### src/rtl/cpu_pkg.sv
// Shared front-end definitions: datapath width, reset fetch address, bubble
// instruction and the fetch sequencer state encoding.
package cpu_pkg;

   localparam int unsigned XLEN      = 32;
   localparam logic [31:0] RESET_PC  = 32'h0000_0000;
   localparam logic [31:0] NOP_INSTR = 32'h0000_0013;

   typedef enum logic [1:0] {
      ST_REQ  = 2'd0,
      ST_WAIT = 2'd1,
      ST_HOLD = 2'd2
   } fetch_state_t;

endpackage

### src/rtl/fetch_skid_buf.sv
// One-entry instruction/PC holding register. Parks a fetched instruction
// while ID is stalled so the request channel can stay idle.
module fetch_skid_buf #(
   parameter int unsigned XLEN = 32
) (
   input  logic            clk,
   input  logic            reset,
   input  logic            load,
   input  logic            clear,
   input  logic [31:0]     load_instr,
   input  logic [XLEN-1:0] load_pc,
   output logic            valid,
   output logic [31:0]     instr,
   output logic [XLEN-1:0] pc
);

   // Clear wins over load so a redirect always empties the entry.
   always_ff @(posedge clk) begin
      if (reset || clear) begin
         valid <= 1'b0;
         instr <= '0;
         pc    <= '0;
      end else if (load) begin
         valid <= 1'b1;
         instr <= load_instr;
         pc    <= load_pc;
      end
   end

endmodule

### src/rtl/fetch_ctrl.sv
// Fetch-stage sequencer: owns the fetch PC, runs a single-outstanding
// request/response handshake to imem and loads the IF/ID register.
//
// state   | meaning
// --------+-----------------------------------------------------------
// ST_REQ  | request valid at fetch_pc, waiting for imem_req_ready
// ST_WAIT | request accepted, waiting for imem_rsp_valid
// ST_HOLD | response parked in the skid buffer while ID is stalled
module fetch_ctrl #(
   parameter int unsigned     XLEN      = cpu_pkg::XLEN,
   parameter logic [XLEN-1:0] RESET_PC  = XLEN'(cpu_pkg::RESET_PC),
   parameter logic [31:0]     NOP_INSTR = cpu_pkg::NOP_INSTR
) (
   input  logic            clk,
   input  logic            reset,
   output logic            imem_req_valid,
   output logic [XLEN-1:0] imem_req_addr,
   input  logic            imem_req_ready,
   input  logic            imem_rsp_valid,
   input  logic [31:0]     imem_rsp_instr,
   input  logic            stall_id,
   input  logic            redirect_valid,
   input  logic [XLEN-1:0] redirect_pc,
   output logic            ifid_valid,
   output logic [31:0]     ifid_instr,
   output logic [XLEN-1:0] ifid_pc,
   output logic [XLEN-1:0] ifid_pc4,
   output logic [XLEN-1:0] fetch_pc,
   output logic [31:0]     instr_count
);
   import cpu_pkg::*;

   fetch_state_t    state, state_nx;
   logic            discard, discard_nx;
   logic [XLEN-1:0] pc_nx;
   logic            deliver;
   logic [31:0]     dl_instr;
   logic [XLEN-1:0] dl_pc;
   logic            flush;
   logic            buf_load, buf_clear, buf_valid;
   logic [31:0]     buf_instr;
   logic [XLEN-1:0] buf_pc;
   logic            slot_free;
   logic            unused_redirect_lsb;

   assign unused_redirect_lsb = ^redirect_pc[1:0];

   fetch_skid_buf #(.XLEN(XLEN)) u_skid (
      .clk        (clk),
      .reset      (reset),
      .load       (buf_load),
      .clear      (buf_clear),
      .load_instr (imem_rsp_instr),
      .load_pc    (fetch_pc),
      .valid      (buf_valid),
      .instr      (buf_instr),
      .pc         (buf_pc)
   );

   // Request outputs decode from state and fetch_pc only; gated off while in reset.
   assign imem_req_valid = (state == ST_REQ) && !reset;
   assign imem_req_addr  = fetch_pc;
   assign slot_free      = !ifid_valid || !stall_id;

   always_comb begin
      state_nx   = state;
      discard_nx = discard;
      pc_nx      = fetch_pc;
      deliver    = 1'b0;
      dl_instr   = imem_rsp_instr;
      dl_pc      = fetch_pc;
      flush      = 1'b0;
      buf_load   = 1'b0;
      buf_clear  = 1'b0;
      if (redirect_valid) begin
         flush     = 1'b1;
         buf_clear = 1'b1;
         pc_nx     = {redirect_pc[XLEN-1:2], 2'b00};
         unique case (state)
            ST_REQ: begin
               // An old-address request accepted this cycle must be thrown away later.
               if (imem_req_ready) begin
                  state_nx   = ST_WAIT;
                  discard_nx = 1'b1;
               end
            end
            ST_WAIT: begin
               if (imem_rsp_valid) begin
                  state_nx   = ST_REQ;
                  discard_nx = 1'b0;
               end else begin
                  discard_nx = 1'b1;
               end
            end
            default: state_nx = ST_REQ;
         endcase
      end else begin
         unique case (state)
            ST_REQ: begin
               if (imem_req_ready) state_nx = ST_WAIT;
            end
            ST_WAIT: begin
               if (imem_rsp_valid) begin
                  if (discard) begin
                     discard_nx = 1'b0;
                     state_nx   = ST_REQ;
                  end else if (slot_free) begin
                     deliver  = 1'b1;
                     pc_nx    = fetch_pc + XLEN'(4);
                     state_nx = ST_REQ;
                  end else begin
                     buf_load = 1'b1;
                     state_nx = ST_HOLD;
                  end
               end
            end
            ST_HOLD: begin
               if (!stall_id && buf_valid) begin
                  deliver   = 1'b1;
                  dl_instr  = buf_instr;
                  dl_pc     = buf_pc;
                  buf_clear = 1'b1;
                  pc_nx     = fetch_pc + XLEN'(4);
                  state_nx  = ST_REQ;
               end
            end
            default: state_nx = ST_REQ;
         endcase
      end
   end

   always_ff @(posedge clk) begin
      if (reset) begin
         state       <= ST_REQ;
         discard     <= 1'b0;
         fetch_pc    <= RESET_PC;
         ifid_valid  <= 1'b0;
         ifid_instr  <= NOP_INSTR;
         ifid_pc     <= '0;
         ifid_pc4    <= '0;
         instr_count <= '0;
      end else begin
         state    <= state_nx;
         discard  <= discard_nx;
         fetch_pc <= pc_nx;
         if (flush) begin
            ifid_valid <= 1'b0;
            ifid_instr <= NOP_INSTR;
         end else if (deliver) begin
            ifid_valid <= 1'b1;
            ifid_instr <= dl_instr;
            ifid_pc    <= dl_pc;
            ifid_pc4   <= dl_pc + XLEN'(4);
         end else if (!stall_id) begin
            ifid_valid <= 1'b0;
            ifid_instr <= NOP_INSTR;
         end
         if (deliver) instr_count <= instr_count + 32'd1;
      end
   end

endmodule

### config.mk
export PLATFORM = sky130hd
export DESIGN_NAME = fetch_ctrl
export DESIGN_NICKNAME = d
export VERILOG_FILES = /design/src/rtl/cpu_pkg.sv /design/src/rtl/fetch_skid_buf.sv /design/src/rtl/fetch_ctrl.sv
export SDC_FILE = /design/constraint.sdc
export NUM_CORES = 1
export LEC_CHECK = 0
export CAP_MARGIN = 20
export CORE_ASPECT_RATIO = 1.1
export CORE_UTILIZATION = 40
export CTS_CLUSTER_SIZE = 28
export DETAILED_ROUTE_END_ITERATION = 16
export GPL_TIMING_DRIVEN = 0
export HOLD_SLACK_MARGIN = 0.15
export MAX_ROUTING_LAYER = met4
export PLACE_DENSITY = 0.67
export SYNTH_ARGS = -nofsm -noshare
export SYNTH_HDL_FRONTEND = slang
export SYNTH_SLANG_ARGS = --single-unit
### constraint.sdc
create_clock -name clk -period 4.2 [get_ports clk]
set_input_delay 1.05 -clock clk [delete_from_list [all_inputs] [get_ports clk]]
set_output_delay 1.05 -clock clk [all_outputs]
set_load 0.05 [all_outputs]
==> flow_summary.toml <==
[synth]
synth-edff-count = 0
yosys_register_bits = 221
sequential_share_of_the_synthesized_area_pct = 41.08
asyncSetResetFlopFracSynth_pct = 0
netlist_area_mm2 = 0.01077
yosys.cell_types.count = 70
yosysWarnings = 0
synth_ff_type = "dfxtp_1"
syn-mean-instance-area_um2 = 7.843
syn-instance-count = 1373

[timing]
maxSlewHeadroom_pct = 27.99
min_period_over_period_pct = 94.72
tightestPinTransition_ns = 1.071
maxClockFrequency_mhz = 251.4
fin_skew_ns = 0.01477
report.final.hold_viol_count = 0
setup-violations-final = 0
fin_hold_ws_ns = 0.4543
final_count_of_pins_violating_max_slew = 0
final.setup.worst_slack_ns = 0.2218
rsz0062_at_grt = "false"
timing.setup.tns_ns = 0
period_minus_slack_ns = 3.978

[route]
wl_per_cell_um = 18.69
met2_wirelength_um = 17560
drt_iter0_drc = 827
post-route-drc-count = 0
vias = 11030
route.detailed.vias_per_inst = 5.439
final_antenna_net_count = 0
totalWireLength_um = 37890
wl_met3_um = 2465
drt_first_pass_iters = 6
routed.top_layer = "met4"
met1Wirelength_um = 16500

[die]
ioPinCount = 264
die_wd_um = 158.4
floorplan.die_area_mm2 = 0.02758
cell_rows = 62
initial_utilization_pct = 40.95
design.core.area_mm2 = 0.02630
die_y_extent_um = 174.1

[clocking]
cts_tree = "yes"
clock_tree.htree_level_count = 1
clock_sinks = 221
cts-buffers-inserted = 25
cts.repair_timing.setup_buffer_count = 0
cts-root-to-sink-buffers = 3
cts_root_buffer = "clkbuf_16"
clock_transition_at_the_registers_of_the_reported_paths_ns = 0.06
post_cts_hold_buffer_count = 0
clock_insertion_delay_worst_skew_ns = 0.53

[worst_setup_path]
cp.arrival_ns = 2.93
path_max_fanout = 10
crit_path_capture_type = "output port"
worstSetupPathType = "in2out"
setup.worst_path.start_class = "input pin"
critical_path_required_ns = 3.15

[placement]
detailed_place_hpwl_um = 28030
placed_cells_incl_taps = 1985
dpl_worst_slack_ns = -1.061
placement.io_buffers = 253
place_congestion = 0.9400
dpl-instance-area_mm2 = 0.01377

[outcome]
outcome = "complete, no violations"

[grt]
first_pass_grt_wire_length_um = 58230
first_global_vias = 10430
antenna_violations_before_repair = 0
grt_max_degree = 13
globalRouteOverflowTotal = 0
globalRouteTotalUtil_pct = 27.96

[layout]
layout-drive-gt1-share_pct = 8.358
number_of_non_filler_instances_in_the_completed_layout = 2027
final_design_area_no_fill_mm2 = 0.01456
layout-area-overhead-vs-synth_pct = 35.18
finish.utilization_pct = 55.36
n_antenna_cell = 0
final_net_count = 1735

[power_and_ir_drop]
peakVddDrop_uv = 269.1
finalPower_mw = 4.899
cell_area_power_density_mw_per_mm2 = 336.5
leakage_nw = 5.019

[job]
cap_viol_max_count = 0

[hold_path]
worstHoldPathType = "reg2reg"
## layout make-up
type	instances	area [µm²]
Clock buffer	39	728.2
Clock inverter	4	45.04
Sequential cell	221	4424
Timing Repair Buffer	253	2527
Buffer	134	724.4
Inverter	25	93.84
Tap cell	352	440.4
Fill cell	2481	11740
Multi-Input combinational cell	999	5574
## Yosys cell counts (3+ instances only)
| cell type | instances | area share [%] |
|---|---|---|
| a211oi_1 | 38 | 2.6 |
| a21oi_1 | 130 | 6.0 |
| a311oi_1 | 15 | 1.2 |
| a31oi_1 | 35 | 2.0 |
| and3_1 | 12 | 0.70 |
| and4_1 | 6 | 0.49 |
| buf_1 | 5 | 0.17 |
| buf_2 | 31 | 1.4 |
| buf_4 | 42 | 2.9 |
| clkbuf_1 | 55 | 1.9 |
| dfxtp_1 | 221 | 41 |
| ha_1 | 6 | 0.70 |
| inv_1 | 24 | 0.84 |
| mux2i_1 | 24 | 2.2 |
| nand2_1 | 283 | 9.9 |
| nand2b_1 | 4 | 0.23 |
| nand3_1 | 42 | 2.0 |
| nand4_1 | 19 | 1.1 |
| nand4_2 | 4 | 0.46 |
| nor2_1 | 148 | 5.2 |
| nor3_1 | 26 | 1.2 |
| nor3b_1 | 5 | 0.35 |
| nor4_1 | 10 | 0.58 |
| nor4_2 | 3 | 0.35 |
| nor4_4 | 4 | 0.79 |
| nor4b_1 | 3 | 0.24 |
| o211ai_1 | 6 | 0.42 |
| o21ai_0 | 30 | 1.4 |
| or3_1 | 21 | 1.2 |
| or4_1 | 5 | 0.35 |
| xnor2_1 | 44 | 3.6 |
| xor2_1 | 20 | 1.6 |
## worst max-delay path, cell delays in order
cell and delay [ns]:
clkdlybuf4s50_1 0.65, clkbuf_2 0.28, clkbuf_4 0.31, clkbuf_4 0.31, nor2_1 0.06, clkbuf_2 0.25
## routing by layer
layer | GRT usage (%) | vias up
met4 | 10.82 | 0
met2 | 43.71 | 448
met1 | 36.46 | 5207
li1 | - | 5284
met3 | 3.540 | 86
met5 | - | -
## where the power goes
part	leakage (nW)	switching, mW	internal (mW)
registers	1.79	0.0508	2.12
clock network	0.381	0.873	1.24
logic	2.85	0.387	0.223
## state kept, by name (all words and copies together), names as in the netlist
signal,cells
instr_count,32
u_skid.instr,32
u_skid.pc,30
u_skid.valid,1
ifid_pc4,30
ifid_valid,1
discard,1
fetch_pc,30
ifid_instr,32
ifid_pc,30
state,2
## logic make-up after synthesis
logic type | synth area share [%]
adder cells (fa/ha/maj) | 0.6971
AO/OA/AOI/OAI | 16.37
flip-flops | 41.08
XOR/XNOR | 5.205
other | 0.03482
buffers and inverters | 7.540
AND/OR/NAND/NOR | 26.63
multiplexers | 2.440
## layout by cell type (no fill, tap or decap), drive strengths merged, types with 27 or more instances in the layout
cell and count:
a211oi 38, a21oi 131, a31oi 35, buf 78, clkbuf 96, clkdlybuf4s50 252, dfxtp 221, nand2 284
nand3 44, nor2 148, nor3 27, o21ai 33, xnor2 44
## path summary, 6_finish.rpt
kind	cells past startpoint	to	slack [ns]	start
setup / recovery	6	imem_req_valid	0.22	reset
hold / removal	2	u_skid.instr[19]	0.45	u_skid.instr[19]
setup reg to reg	15	ifid_pc4[28]	0.69	state[0]
hold reg to reg	2	u_skid.instr[19]	0.45	u_skid.instr[19]
## timing repair
item	CTS	global route
endpoints found under the hold margin	0	0
gates resized for setup	6	5
setup endpoints to repair	1	2
Note: power is estimated with default switching activity, not from simulation.
